--- config.mk ---
export PLATFORM = sky130hd
export DESIGN_NAME = axis_frame_tx
export DESIGN_NICKNAME = d
export VERILOG_FILES = /design/src/rtl/axis_frame_pkg.sv /design/src/rtl/axis_tx_fifo.sv /design/src/rtl/axis_frame_tx.sv
export SDC_FILE = /design/constraint.sdc
export NUM_CORES = 1
export LEC_CHECK = 0
export ABC_CLOCK_PERIOD_IN_PS = 3550
export BUFFER_PORTS_ARGS = -buffer_cell sky130_fd_sc_hd__buf_2
export CORE_MARGIN = 1
export CORE_UTILIZATION = 55
export CTS_CLUSTER_SIZE = 8
export DETAILED_ROUTE_END_ITERATION = 8
export GPL_ROUTABILITY_DRIVEN = 0
export PLACE_DENSITY = 0.75
export SLEW_MARGIN = 20
export SYNTH_ARGS = -nofsm -noshare
export SYNTH_HDL_FRONTEND = slang
export SYNTH_HIERARCHICAL = 1
export SYNTH_SLANG_ARGS = --single-unit
--- constraint.sdc ---
create_clock -name m00_axis_aclk -period 3.55 [get_ports m00_axis_aclk]
set_input_delay 0.1775 -clock m00_axis_aclk [delete_from_list [all_inputs] [get_ports m00_axis_aclk]]
set_output_delay 0.1775 -clock m00_axis_aclk [all_outputs]
set_load 0.01 [all_outputs]
--- src/rtl/axis_frame_pkg.sv ---
// Shared types and constants for the AXI-Stream frame transmitter.
package axis_frame_pkg;

  localparam int DATA_WIDTH_DEF = 32;
  localparam int STRB_WIDTH_DEF = DATA_WIDTH_DEF / 8;

  typedef enum logic [1:0] {
    ST_IDLE = 2'd0,
    ST_SEND = 2'd1,
    ST_DONE = 2'd2
  } state_e;

  function automatic int strb_width(input int dw);
    return dw / 8;
  endfunction

endpackage

--- src/rtl/axis_tx_fifo.sv ---
// First-word-fall-through synchronous FIFO; head word is visible on rd_data_o
// whenever empty_o is low, and rd_en_i pops it.
module axis_tx_fifo #(
  parameter int DW    = 32,
  parameter int DEPTH = 16
) (
  input  logic          clk_i,
  input  logic          rst_ni,
  input  logic          wr_valid_i,
  input  logic [DW-1:0] wr_data_i,
  output logic          wr_ready_o,
  input  logic          rd_en_i,
  output logic [DW-1:0] rd_data_o,
  output logic          empty_o
);

  localparam int AW = $clog2(DEPTH);
  localparam int CW = AW + 1;

  logic [DW-1:0] mem_q [DEPTH];
  logic [AW-1:0] wr_ptr_q, wr_ptr_d;
  logic [AW-1:0] rd_ptr_q, rd_ptr_d;
  logic [CW-1:0] count_q, count_d;
  logic          push, pop;

  // Ready comes from the registered count only, so a full FIFO refuses a push
  // even when a pop happens in the same cycle.
  assign wr_ready_o = (count_q != CW'(DEPTH));
  assign empty_o    = (count_q == '0);
  assign rd_data_o  = mem_q[rd_ptr_q];

  assign push = wr_valid_i && wr_ready_o;
  assign pop  = rd_en_i && !empty_o;

  always_comb begin
    wr_ptr_d = wr_ptr_q;
    rd_ptr_d = rd_ptr_q;
    count_d  = count_q;
    if (push) wr_ptr_d = wr_ptr_q + 1'b1;
    if (pop)  rd_ptr_d = rd_ptr_q + 1'b1;
    if (push && !pop)      count_d = count_q + 1'b1;
    else if (pop && !push) count_d = count_q - 1'b1;
  end

  always_ff @(posedge clk_i or negedge rst_ni) begin
    if (!rst_ni) begin
      wr_ptr_q <= '0;
      rd_ptr_q <= '0;
      count_q  <= '0;
    end else begin
      wr_ptr_q <= wr_ptr_d;
      rd_ptr_q <= rd_ptr_d;
      count_q  <= count_d;
    end
  end

  always_ff @(posedge clk_i) begin
    if (push) mem_q[wr_ptr_q] <= wr_data_i;
  end

endmodule

--- src/rtl/axis_frame_tx.sv ---
// AXI-Stream frame transmitter: buffers load words and emits frames of
// frame_len beats. Optional frame counter enabled by AXIS_FRAME_TX_CNT_EN.
module axis_frame_tx
  import axis_frame_pkg::*;
#(
  parameter int DATA_WIDTH = DATA_WIDTH_DEF,
  parameter int FIFO_DEPTH = 16,
  parameter int LEN_WIDTH  = 8
) (
  input  logic                       m00_axis_aclk,
  input  logic                       m00_axis_aresetn,
  input  logic                       ld_valid,
  input  logic [DATA_WIDTH-1:0]      ld_data,
  output logic                       ld_ready,
  input  logic                       start,
  input  logic [LEN_WIDTH-1:0]       frame_len,
  output logic                       busy,
  output logic                       done,
  output logic                       len_err,
  output logic [DATA_WIDTH-1:0]      m00_axis_tdata,
  output logic [DATA_WIDTH/8-1:0]    m00_axis_tstrb,
  output logic                       m00_axis_tvalid,
  output logic                       m00_axis_tlast,
  input  logic                       m00_axis_tready
`ifdef AXIS_FRAME_TX_CNT_EN
  , output logic [15:0]              frame_cnt
`endif
);

  localparam int STRB_W = strb_width(DATA_WIDTH);

  state_e                state_q, state_d;
  logic [LEN_WIDTH-1:0]  len_q, len_d;
  logic [LEN_WIDTH-1:0]  beat_q, beat_d;
  logic                  len_err_q, len_err_d;
  logic                  fifo_empty;
  logic [DATA_WIDTH-1:0] fifo_data;
  logic                  tvalid, xfer, last_beat;

  axis_tx_fifo #(
    .DW    (DATA_WIDTH),
    .DEPTH (FIFO_DEPTH)
  ) u_fifo (
    .clk_i      (m00_axis_aclk),
    .rst_ni     (m00_axis_aresetn),
    .wr_valid_i (ld_valid),
    .wr_data_i  (ld_data),
    .wr_ready_o (ld_ready),
    .rd_en_i    (xfer),
    .rd_data_o  (fifo_data),
    .empty_o    (fifo_empty)
  );

  // Outputs decode registered state and FIFO occupancy, so reset clears them
  // immediately and a stalled beat stays stable until it is taken.
  assign tvalid    = (state_q == ST_SEND) && !fifo_empty;
  assign xfer      = tvalid && m00_axis_tready;
  assign last_beat = (beat_q == len_q - LEN_WIDTH'(1));

  assign m00_axis_tvalid = tvalid;
  assign m00_axis_tdata  = tvalid ? fifo_data : '0;
  assign m00_axis_tstrb  = {STRB_W{tvalid}};
  assign m00_axis_tlast  = tvalid && last_beat;
  assign busy            = (state_q == ST_SEND);
  assign done            = (state_q == ST_DONE);
  assign len_err         = len_err_q;

  always_comb begin
    state_d   = state_q;
    len_d     = len_q;
    beat_d    = beat_q;
    len_err_d = len_err_q;
    case (state_q)
      ST_IDLE: begin
        if (start) begin
          if (frame_len != '0) begin
            len_d   = frame_len;
            beat_d  = '0;
            state_d = ST_SEND;
          end else begin
            len_err_d = 1'b1;
          end
        end
      end
      ST_SEND: begin
        if (xfer) begin
          beat_d = beat_q + LEN_WIDTH'(1);
          if (last_beat) state_d = ST_DONE;
        end
      end
      ST_DONE: state_d = ST_IDLE;
      default: state_d = ST_IDLE;
    endcase
  end

  always_ff @(posedge m00_axis_aclk or negedge m00_axis_aresetn) begin
    if (!m00_axis_aresetn) begin
      state_q   <= ST_IDLE;
      len_q     <= '0;
      beat_q    <= '0;
      len_err_q <= 1'b0;
    end else begin
      state_q   <= state_d;
      len_q     <= len_d;
      beat_q    <= beat_d;
      len_err_q <= len_err_d;
    end
  end

`ifdef AXIS_FRAME_TX_CNT_EN
  logic [15:0] frame_cnt_q;

  always_ff @(posedge m00_axis_aclk or negedge m00_axis_aresetn) begin
    if (!m00_axis_aresetn) frame_cnt_q <= '0;
    else if (state_q == ST_DONE) frame_cnt_q <= frame_cnt_q + 16'd1;
  end

  assign frame_cnt = frame_cnt_q;
`endif

endmodule

==> key figures, run 1 <==
Worst setup path
  • R2r setup slk: 0.46 ns
  • Kind of end point of the critical path: output port
  • Critical Path AT: 2.99 ns
  • Classification of the worst setup path: reg -> out
  • Startpoint Class: flip-flop
  • Required @ worst endpoint: 3.37 ns
  • Worst-path maximum fanout: 44

Logic synthesis
  • EDFF count, synth: 512
  • Synth top cells by count: edfxtp_1 (512), mux2i_1 (129), nand2_1 (69), a221oi_1 (64), mux4_2 (60)
  • Synth top area share: between 70 and 80%
  • Synth area leaders: edfxtp_1 (71%), mux4_2 (6.2%), mux2i_1 (5.9%)
  • Distinct cells, synth: 48
  • Synth Cell Area: between 0.02 and 0.025 mm²
  • Main synth FF type: edfxtp_1
  • Post-synth ARST share: between 5 and 6%
  • FF+latch count, synth: around 540
  • Synth area leader: edfxtp_1
  • Synth Net Count: ~1200
  • Sequential area share after synthesis: approximately 74%
  • Synth Warn #: 6
  • Most common cell in the synthesized netlist: edfxtp_1
  • Syn Inst Count: ~1200
  • Syn_area_per_cell: ~18 µm²

Power and ir drop
  • Leak: 8.93 nW
  • VDD IR max: roughly 0.50 mV
  • Power Density: about 850 mW/mm²

Floorplanning
  • # IOs: 87
  • Die height: between 200 and 250 µm
  • Die area: slightly above 0.04 mm²
  • Initial Utilization: 56.0%
  • Core area: just under 0.04 mm²
  • Die width: 201 µm
  • Row Count: 72

Routing
  • DR vias/cell: about 6
  • Post-DRT Antenna Nets: 0
  • Vias: between 10000 and 15000
  • Iteration-0 DRC Markers: ~1000
  • Routed WL: about 47 mm
  • Drt pass-1 iters: 5
  • DR DRC count: 0
  • Avg WL per Cell: 24.7 µm

Clock tree
  • Clock edge transition at the registers on the reported setup and hold paths: about 0.050 ns
  • CTS resizes: 0
  • CTS tree: done
  • H-tree depth: 3
  • Clock sink total: roughly 540
  • Worst-Skew Late Latency: ~0.60 ns
  • CTS Buf Count: 78
  • Clk buf depth: 3
  • Clock Tree Root: clkbuf_16

Cells and area
  • Fraction of layout cells with a size suffix above 1: between 20% and 30%
  • Fin nets: between 1000 and 1500
  • Syn-to-layout area delta: 17.6%
  • Post-layout util: about two thirds

Global route
  • First-pass GRT wire length: 71.2 mm
  • Initial antenna violation count: 0
  • Pin count of the biggest net entering global routing: between 40 and 50
  • Gr ovfl total: 0
  • GRT Util Overall: 23.8%
  • Vias in the first global route: roughly 12000

Timing
  • Worst setup margin: around 0.38 ns
  • RSZ-0062 raised after global routing: false
  • Fmax: about 320 MHz
  • Final period utilization: between 80% and 90%
  • Skew final: around 0.027 ns
  • Final Hold Vio Count: 0
  • Worst-Margin Slew: ~0.73 ns
  • Period minus WS final: between 3 and 4 ns
  • TNS Setup: 0 ns
  • Final setup viols: 0
  • Slew Viols, Final: 0
  • Rel. slew slack: 51.5%

Run
  • MaxCap Viol Count: 0

Placement
  • Number of port buffers: 86
  • DP Worst Slack: approximately 0.5 ns
  • DP HPWL: approximately 26 mm

Min path
  • Min-delay worst type: in -> reg

Status
  • Status: finished clean
-- cells by family (layout without fill, tap and decap cells) --
group / after synthesis / count (layout) / synth area share (%)
xor+xnor: 24 / 24 / 0.966
buf+inv: 77 / 279 / 2.24
other cells: 0 / 2 / 0
mux: 193 / 193 / 12.6
flops: 544 / 544 / 74.4
fa+ha+maj: 12 / 12 / 0.725
compound gates: 152 / 152 / 5.15
simple gates: 175 / 175 / 3.93
-- critical path, cell delays in order, from the launching register on --
cell and delay [ns]:
dfrtp_4 0.53, buf_4 0.35, nor2b_4 0.07, buf_4 0.33, a221oi_1 0.61, o21ai_0 0.15
nand2_1 0.10, and2_1 0.13, buf_2 0.12
-- through the flow --
stage	area, µm²	hold WS, ns	instances	power (mW)
2_1_floorplan	21800	-0.118	1177	13.0
3_3_place_gp	23000	0.266	1757	15.0
3_5_place_dp	23000	0.271	1757	15.1
4_1_cts	25600	0.130	1897	21.8
5_1_grt	25600	0.165	1897	22.6
6_report	25600	0.144	1899	21.6
-- metal layers --
metal  global-route usage (%)  share of wire [%]  vias up
li1                         -                  -     5115
met1                     33.0                 41     5996
met2                     38.3                 49      472
met3                     4.19                7.0       94
met4                     8.86                2.8        0
met5                        0                  0        -
-- report_power, final --
| group | leakage (nW) | switching [mW] | total (mW) | internal [mW] |
|---|---|---|---|---|
| Sequential | 5.02 | 0.465 | 8.27 | 7.80 |
| Combinational | 2.87 | 3.92 | 6.78 | 2.86 |
| Clock | 1.05 | 2.54 | 6.57 | 4.03 |
-- layout make-up --
class	instances	area (µm²)
Clock buffer	91	2050
Clock inverter	6	100
Multi-Input combinational cell	556	5240
Fill cell	2550	13300
Tap cell	518	648
Timing Repair Buffer	171	1300
Sequential cell	544	16200
Inverter	11	41.3
Antenna cell	2	5.00
-- registers in the layout, indices dropped and copies added, names as in the netlist --
register,count
u_fifo/count_q,5
beat_q,8
u_fifo/mem_q,512
state_q,2
len_err,1
len_q,8
u_fifo/rd_ptr_q,4
u_fifo/wr_ptr_q,4
-- cells in the final DEF, fill, tap and decap left out, types with 34 or more instances in the layout --
cell type      Yosys  layout
a221oi_1          64      64
and2_1            35      34
buf_2             18      86
clkbuf_16          0      80
dlygate4sd3_1      0      43
edfxtp_1         512     512
mux2i_1          129     129
mux4_2            60      60
nand2_1           69      69
o21ai_0           41      41
-- timing repair --
| item | 4_1_cts | 5_1_grt |
|---|---|---|
| setup endpoints to repair | 0 | 0 |
| hold endpoints to repair | 556 | 0 |
| buffers inserted | 0 | 0 |
| hold buffers | 43 | 0 |
-- worst paths after layout --
kind,startpoint,end,cells after the start
max,u_fifo/rd_ptr_q[1],m00_axis_tdata[18],8
min,ld_valid,u_fifo/wr_ptr_q[0],3
max reg2reg,u_fifo/count_q[1],u_fifo/count_q[4],13
min reg2reg,u_fifo/count_q[4],u_fifo/count_q[4],1
max in group asynchronous,m00_axis_aresetn,u_fifo/rd_ptr_q[0],2
min in group asynchronous,m00_axis_aresetn,u_fifo/wr_ptr_q[2],2
Power figures use the tool's default switching activity.
==> inputs of run 2 (changes only) <==
ABC_CLOCK_PERIOD_IN_PS = 3700   (was 3550)
PLACE_DENSITY = unset   (was 0.75)
PLACE_DENSITY_LB_ADDON = 0.25   (was unset)
clock period = 3.7 ns   (was 3.55 ns; I/O delays follow)
==> run 2 against run 1 <==
Against the previous run:
- non-clock buffer count is 5 lower
- die area is the same
- via count is 1.4% lower
- total power fell by 5.6%
- critical path depth grew 5
- cell area down 0.61%
- global-route usage fell by 0.56 points
- sequential share of layout area rose by 0.39 points
- sequential cell count stayed put
- clock skew down 0.012 ns
- hold slack better by 0.032 ns
- sequential power decreased by 3.3%
- critical path type is now reg -> reg
==> key figures, run 2 (same netlist as run 1, synthesis figures left out) <==
Cells and area
  • Max reg flops: 512 (unchanged)
  • Fin nets: 1413 (was 1419)
  • Largest reg by FF count: u_fifo/mem_q (unchanged)
  • Fraction of layout cells with a size suffix above 1: 21.3% (was 21.8%)
  • Biggest regs: u_fifo/mem_q (512), beat_q (8), len_q (8) (unchanged)
  • Syn-to-layout area delta: 16.8% (was 17.6%)
  • Fill count: 2544 (was 2550)
  • Commonest non-fill, non-tap cells in the layout: edfxtp_1 (512), mux2i_1 (129), buf_2 (86) (unchanged)
  • N_diodes: 0 (was 2)
  • Most common cell after layout, fill and taps aside: edfxtp_1 (unchanged)
  • Non-Filler Instances: 1891 (was 1899)

Worst setup path
  • Startpoint Class: flip-flop (unchanged)
  • Worst R2R End: u_fifo/count_q[4] (unchanged)
  • Kind of end point of the critical path: flip-flop (was output port)
  • Required @ worst endpoint: 4.19 ns (was 3.37 ns)
  • Worst-path maximum fanout: 5 (was 44)
  • CP max-delay cell: or4_1 (was a221oi_1)
  • Critical Path AT: 3.79 ns (was 2.99 ns)
  • CP max stage delay: 0.52 ns (was 0.61 ns)
  • Worst path cell trace: or4_1 > nor2_1 > nand2b_1 > nor2_1 > nor2b_1 > inv_2 > ha_1 > inv_1 > ha_1 > a21o_1 > a21oi_1 > mux2i_1 > xnor2_1 (was buf_4 > nor2b_4 > buf_4 > a221oi_1 > o21ai_0 > nand2_1 > and2_1 > buf_2)
  • Number of cells on the worst reg-to-reg path: 13 (unchanged)
  • R2r setup slk: 0.41 ns (was 0.46 ns)
  • Classification of the worst setup path: reg -> reg (was reg -> out)
  • Reg-to-Reg Start: u_fifo/count_q[1] (unchanged)

Global route
  • Gr ovfl total: 0 (unchanged)
  • Pin count of the biggest net entering global routing: 43 (was 49)
  • First-pass GRT wire length: 69.7 mm (was 71.2 mm)
  • Vias in the first global route: 11600 (was 11900)
  • GRT Util Overall: 23.3% (was 23.8%)
  • Initial antenna violation count: 0 (unchanged)

Routing
  • DR DRC count: 0 (unchanged)
  • Drt pass-1 iters: 5 (unchanged)
  • Met1 wire length: 19.8 mm (was 19.3 mm)
  • Vias: 11500 (was 11700)
  • Avg WL per Cell: 24.3 µm (was 24.7 µm)
  • Post-DRT Antenna Nets: 0 (unchanged)
  • Top sig layer: met4 (unchanged)
  • Met3 WL post-DR: 2.69 mm (was 3.30 mm)
  • DR vias/cell: 6.09 (was 6.15)
  • Iteration-0 DRC Markers: 948 (was 1012)
  • Routed WL: 45.9 mm (was 46.9 mm)
  • Met2 wire len: 22.8 mm (was 23.0 mm)

Timing
  • Final setup viols: 0 (unchanged)
  • Rel. slew slack: 36.5% (was 51.5%)
  • Final Hold Vio Count: 0 (unchanged)
  • Worst setup margin: 0.406 ns (was 0.383 ns)
  • Slew Viols, Final: 0 (unchanged)
  • Period minus WS final: around 3.3 ns
  • Fmax: between 300 and 400 MHz
  • RSZ-0062 raised after global routing: false (unchanged)
  • Skew final: 0.0150 ns (was 0.0267 ns)
  • Final period utilization: about nine tenths
  • TNS Setup: 0 ns (unchanged)
  • Worst-Margin Slew: 0.950 ns (was 0.727 ns)

Power and ir drop
  • Leak: 8.85 nW (was 8.93 nW)
  • Power Density: 803 mW/mm² (was 845 mW/mm²)
  • VDD IR max: 0.559 mV (was 0.503 mV)

Clock tree
  • Clock Tree Root: clkbuf_16 (unchanged)
  • Postcts setup bufs: 0 (unchanged)
  • CTS tree: done (unchanged)
  • Clock sink total: 544 (unchanged)
  • Hold buffer count at cts: 43 (unchanged)
  • H-tree depth: 3 (unchanged)
  • CTS resizes: 0 (unchanged)
  • CTS Buf Count: 77 (was 78)
  • Clock edge transition at the registers on the reported setup and hold paths: 0.05 ns (about the same)
  • Worst-Skew Late Latency: 0.58 ns (was 0.60 ns)
  • Clk buf depth: 3 (unchanged)

Floorplanning
  • Die area: 0.0404 mm² (unchanged)
  • Initial Utilization: 56.0% (unchanged)
  • # IOs: 87 (unchanged)
  • Die width: 201 µm (unchanged)
  • Row Count: 72 (unchanged)
  • Core area: 0.0388 mm² (unchanged)
  • Die height: 201 µm (unchanged)

Min path
  • Hold path startpoint: ld_valid (unchanged)
  • Min-delay worst type: in -> reg (unchanged)
  • Hold Path End: u_fifo/wr_ptr_q[0] (unchanged)
  • Hold depth: 3 (unchanged)

Status
  • Status: finished clean (unchanged)

Placement
  • DP HPWL: 24.4 mm (was 26.0 mm)
  • Number of port buffers: 86 (unchanged)
  • Placed cells: 1752 (was 1757)
  • DP Worst Slack: 0.438 ns (was 0.488 ns)

Run
  • MaxCap Viol Count: 0 (unchanged)
[run 2: cell type report]
cell class,count,area (µm²),area share (%)
inverter,11,41.3,0.162
multi-input combinational,556,5220,20.5
tap,518,648,2.55
clock buffer,91,2000,7.87
timing repair buffer,166,1280,5.02
clock inverter,5,51.3,0.202
sequential,544,16200,63.7
[run 2: stage by stage]
stage	hold WS, ns	power, mW	area (µm²)	util, %
4_1_cts	0.154	20.6	25400	65.5
5_1_grt	0.192	21.4	25400	65.5
3_5_place_dp	0.282	14.5	22900	59.1
3_3_place_gp	0.284	14.4	22900	59.1
2_1_floorplan	-0.111	12.5	21800	-
6_report	0.175	20.4	25400	65.5
[run 2: critical path: cells and delay by family (launching register included)]
family	cells	cell delay [ns]
xor gates and xnor gates	1	0.14
adders and majority gates	2	0.53
and+or+nand+nor	5	1.31
AOI/OAI and AO/OA	2	0.37
DFF	1	0.42
muxes	1	0.24
buffers and inverters	2	0.22
[run 2: worst max path at each step]
stage / startpoint / endpoint / slack, ns / depth (start not counted)
2_1_floorplan: u_fifo/count_q[0] / u_fifo/mem_q[3][0] / 0.03 / 6
3_3_place_gp: u_fifo/count_q[1] / u_fifo/count_q[4] / 0.49 / 13
3_5_place_dp: u_fifo/count_q[1] / u_fifo/count_q[4] / 0.44 / 13
4_1_cts: u_fifo/count_q[1] / u_fifo/count_q[4] / 0.40 / 13
5_1_grt: u_fifo/count_q[1] / u_fifo/count_q[4] / 0.19 / 13
6_report: u_fifo/count_q[1] / u_fifo/count_q[4] / 0.41 / 13
[run 2: power by group]
group	leakage, nW	total (mW)	internal (mW)	switching [mW]
combinational	2.83	6.36	2.73	3.63
sequential	5.02	8.00	7.49	0.508
clock	1.00	6.05	3.74	2.31
total	8.85	20.4	14.0	6.44
[run 2: layer usage]
layer | track usage, % | vias to the layer above
met5 | 0 | -
li1 | - | 5100
met1 | 33.2 | 5955
met3 | 3.94 | 63
met2 | 37.6 | 390
met4 | 6.08 | 0
==> inputs of run 3 (changes only) <==
PLACE_DENSITY = 0.71   (was unset)
PLACE_DENSITY_LB_ADDON = unset   (was 0.25)
==> run 3 against run 2 <==
Against the previous run:
- clock power is 1% higher
- largest cell class unchanged
- critical endpoint unchanged
- worst setup slack lost 0.050 ns
- routed wire length up 1.1%
- global-route usage rose by 0.42 points
- highest routed layer unchanged
- total power rose by 0.42%
==> key figures, run 3 (same netlist as run 1, synthesis figures left out) <==
Timing
  • Fmax: 299 MHz (was 304 MHz)
  • RSZ-0062 raised after global routing: false (unchanged)
  • Slew Viols, Final: 0 (unchanged)
  • Period minus WS final: 3.34 ns (was 3.29 ns)
  • Rel. slew slack: 35.5% (was 36.5%)
  • TNS Setup: 0 ns (unchanged)
  • Worst-Margin Slew: 0.965 ns (was 0.950 ns)
  • Final setup viols: 0 (unchanged)
  • Final period utilization: 90.4% (was 89.0%)
  • Fin Hold WS: 0.186 ns (was 0.175 ns)
  • Skew final: 0.0201 ns (was 0.0150 ns)
  • Final Hold Vio Count: 0 (unchanged)

Global route
  • Initial antenna violation count: 0 (unchanged)
  • Vias in the first global route: 11800 (was 11600)
  • First-pass GRT wire length: 70.7 mm (was 69.7 mm)
  • Gr ovfl total: 0 (unchanged)
  • GRT Util Overall: 23.7% (was 23.3%)
  • Pin count of the biggest net entering global routing: 56 (was 43)

Worst setup path
  • CP max stage delay: 0.51 ns (was 0.52 ns)
  • Largest delay share family, worst path: simple AND/OR/NAND/NOR gates (unchanged)
  • Required @ worst endpoint: 4.20 ns (was 4.19 ns)
  • CP max-delay cell: or4_1 (unchanged)
  • Classification of the worst setup path: reg -> reg (unchanged)
  • Crit path buf inv count: 2 (unchanged)
  • Kind of end point of the critical path: flip-flop (unchanged)
  • Critical Path AT: 3.85 ns (was 3.79 ns)
  • Worst-path maximum fanout: 5 (unchanged)
  • Worst path cell trace: or4_1 > nor2_1 > nand2b_1 > nor2_1 > nor2b_1 > inv_2 > ha_1 > inv_1 > ha_1 > a21o_1 > a21oi_1 > mux2i_1 > xnor2_1 (unchanged)
  • Startpoint Class: flip-flop (unchanged)

Cells and area
  • Syn-to-layout area delta: 16.9% (was 16.8%)
  • Fraction of layout cells with a size suffix above 1: 21.3% (about the same)
  • Biggest regs: u_fifo/mem_q (512), beat_q (8), len_q (8) (unchanged)
  • Most common cell after layout, fill and taps aside: edfxtp_1 (unchanged)
  • Largest reg by FF count: u_fifo/mem_q (unchanged)
  • Fin nets: 1412 (was 1413)
  • Commonest non-fill, non-tap cells in the layout: edfxtp_1 (512), mux2i_1 (129), buf_2 (86) (unchanged)
  • N_diodes: 0 (unchanged)
  • Max reg flops: 512 (unchanged)

Clock tree
  • Clock sink total: 544 (unchanged)
  • Clk buf depth: 3 (unchanged)
  • CTS resizes: 0 (unchanged)
  • Clock edge transition at the registers on the reported setup and hold paths: 0.05 ns (about the same)
  • CTS tree: done (unchanged)
  • CTS Buf Count: 77 (unchanged)
  • Worst-Skew Late Latency: 0.58 ns (about the same)
  • H-tree depth: 3 (unchanged)
  • Clock Tree Root: clkbuf_16 (unchanged)

Routing
  • Routed WL: 46.4 mm (was 45.9 mm)
  • Post-DRT Antenna Nets: 0 (unchanged)
  • Vias: 11600 (was 11500)
  • Met2 wire len: 22.5 mm (was 22.8 mm)
  • Iteration-0 DRC Markers: 1026 (was 948)
  • Met1 wire length: 19.3 mm (was 19.8 mm)
  • Top sig layer: met4 (unchanged)
  • DR DRC count: 0 (unchanged)
  • Avg WL per Cell: 24.6 µm (was 24.3 µm)
  • Met3 WL post-DR: 3.40 mm (was 2.69 mm)
  • DR vias/cell: 6.14 (was 6.09)
  • Drt pass-1 iters: 6 (was 5)

Floorplanning
  • Die height: 201 µm (unchanged)
  • Initial Utilization: 56.0% (unchanged)
  • # IOs: 87 (unchanged)
  • Die area: 0.0404 mm² (unchanged)
  • Die width: 201 µm (unchanged)
  • Row Count: 72 (unchanged)
  • Core area: 0.0388 mm² (unchanged)

Power and ir drop
  • Power Density: 806 mW/mm² (was 803 mW/mm²)
  • Leak: 8.86 nW (was 8.85 nW)
  • VDD IR max: 0.464 mV (was 0.559 mV)

Status
  • Status: finished clean (unchanged)

Placement
  • Number of port buffers: 86 (unchanged)
  • DP HPWL: 24.6 mm (was 24.4 mm)

Run
  • MaxCap Viol Count: 0 (unchanged)

Min path
  • Min-delay worst type: in -> reg (unchanged)
## run 3: changes by cell type in the layout (fill, tap and decap cells not counted), sizes merged
| cell | change |
|---|---|
| buf | -1 |
| clkbuf | -4 |
| inv | -1 |
## run 3: path summary, 6_finish.rpt
path                       cells past startpoint              start                 end  slack (ns)
min in group asynchronous                      2   m00_axis_aresetn            len_q[3]        0.21
max in group asynchronous                      2   m00_axis_aresetn  u_fifo/rd_ptr_q[1]        2.95
setup / recovery                              13  u_fifo/count_q[0]   u_fifo/count_q[4]        0.36
hold reg to reg                                1  u_fifo/count_q[4]   u_fifo/count_q[4]        0.50
hold / removal                                 3           ld_valid  u_fifo/wr_ptr_q[0]        0.19
setup reg to reg                              13  u_fifo/count_q[0]   u_fifo/count_q[4]        0.36
## run 3: repair_timing
action	4_1_cts	5_1_grt
endpoints found under the hold margin	554	0
setup buffers	0	0
hold buffers	43	0
## run 3: layout make-up
class	count	area (µm²)
inverters	11	41.3
repair buffers	165	1270
multi-input cells	556	5220
clock inverters	4	42.5
fillers	2657	13400
clock buffers	87	2030
well taps	518	648
flip-flops and latches	544	16200
## run 3: power breakdown
part	leakage (nW)	internal (mW)	switching (mW)	total, mW
registers	5.02	7.49	0.419	7.91
clock network	1.01	3.80	2.32	6.11
logic	2.83	2.73	3.74	6.47
## run 3: per-layer routing
metal / vias up / track usage, %
li1: 5087 / -
met1: 5901 / 32.9
met2: 477 / 38.1
met3: 104 / 4.37
met4: 0 / 7.99
met5: - / 0
## run 3: metrics by stage
| step | utilization, % | cells | power [mW] | cell area, µm² | setup slack (ns) |
|---|---|---|---|---|---|
| after detailed placement | 59.1 | 1751 | 14.5 | 22900 | 0.367 |
| after global routing | 65.5 | 1885 | 21.5 | 25400 | 0.135 |
| after global placement | 59.1 | 1751 | 14.3 | 22900 | 0.485 |
| after floorplan | - | 1177 | 12.5 | 21800 | 0.0261 |
| after CTS | 65.5 | 1885 | 20.7 | 25400 | 0.342 |
| final | 65.5 | 1885 | 20.5 | 25400 | 0.356 |
## run 3: worst register-to-register path, cell delays in order (launching register included)
cell      delay, ns
dfrtp_1        0.43
or4_1          0.51
nor2_1         0.30
nand2b_1       0.23
nor2_1         0.09
nor2b_1        0.20
inv_2          0.11
ha_1           0.20
inv_1          0.11
ha_1           0.33
a21o_1         0.19
a21oi_1        0.19
mux2i_1        0.24
xnor2_1        0.13
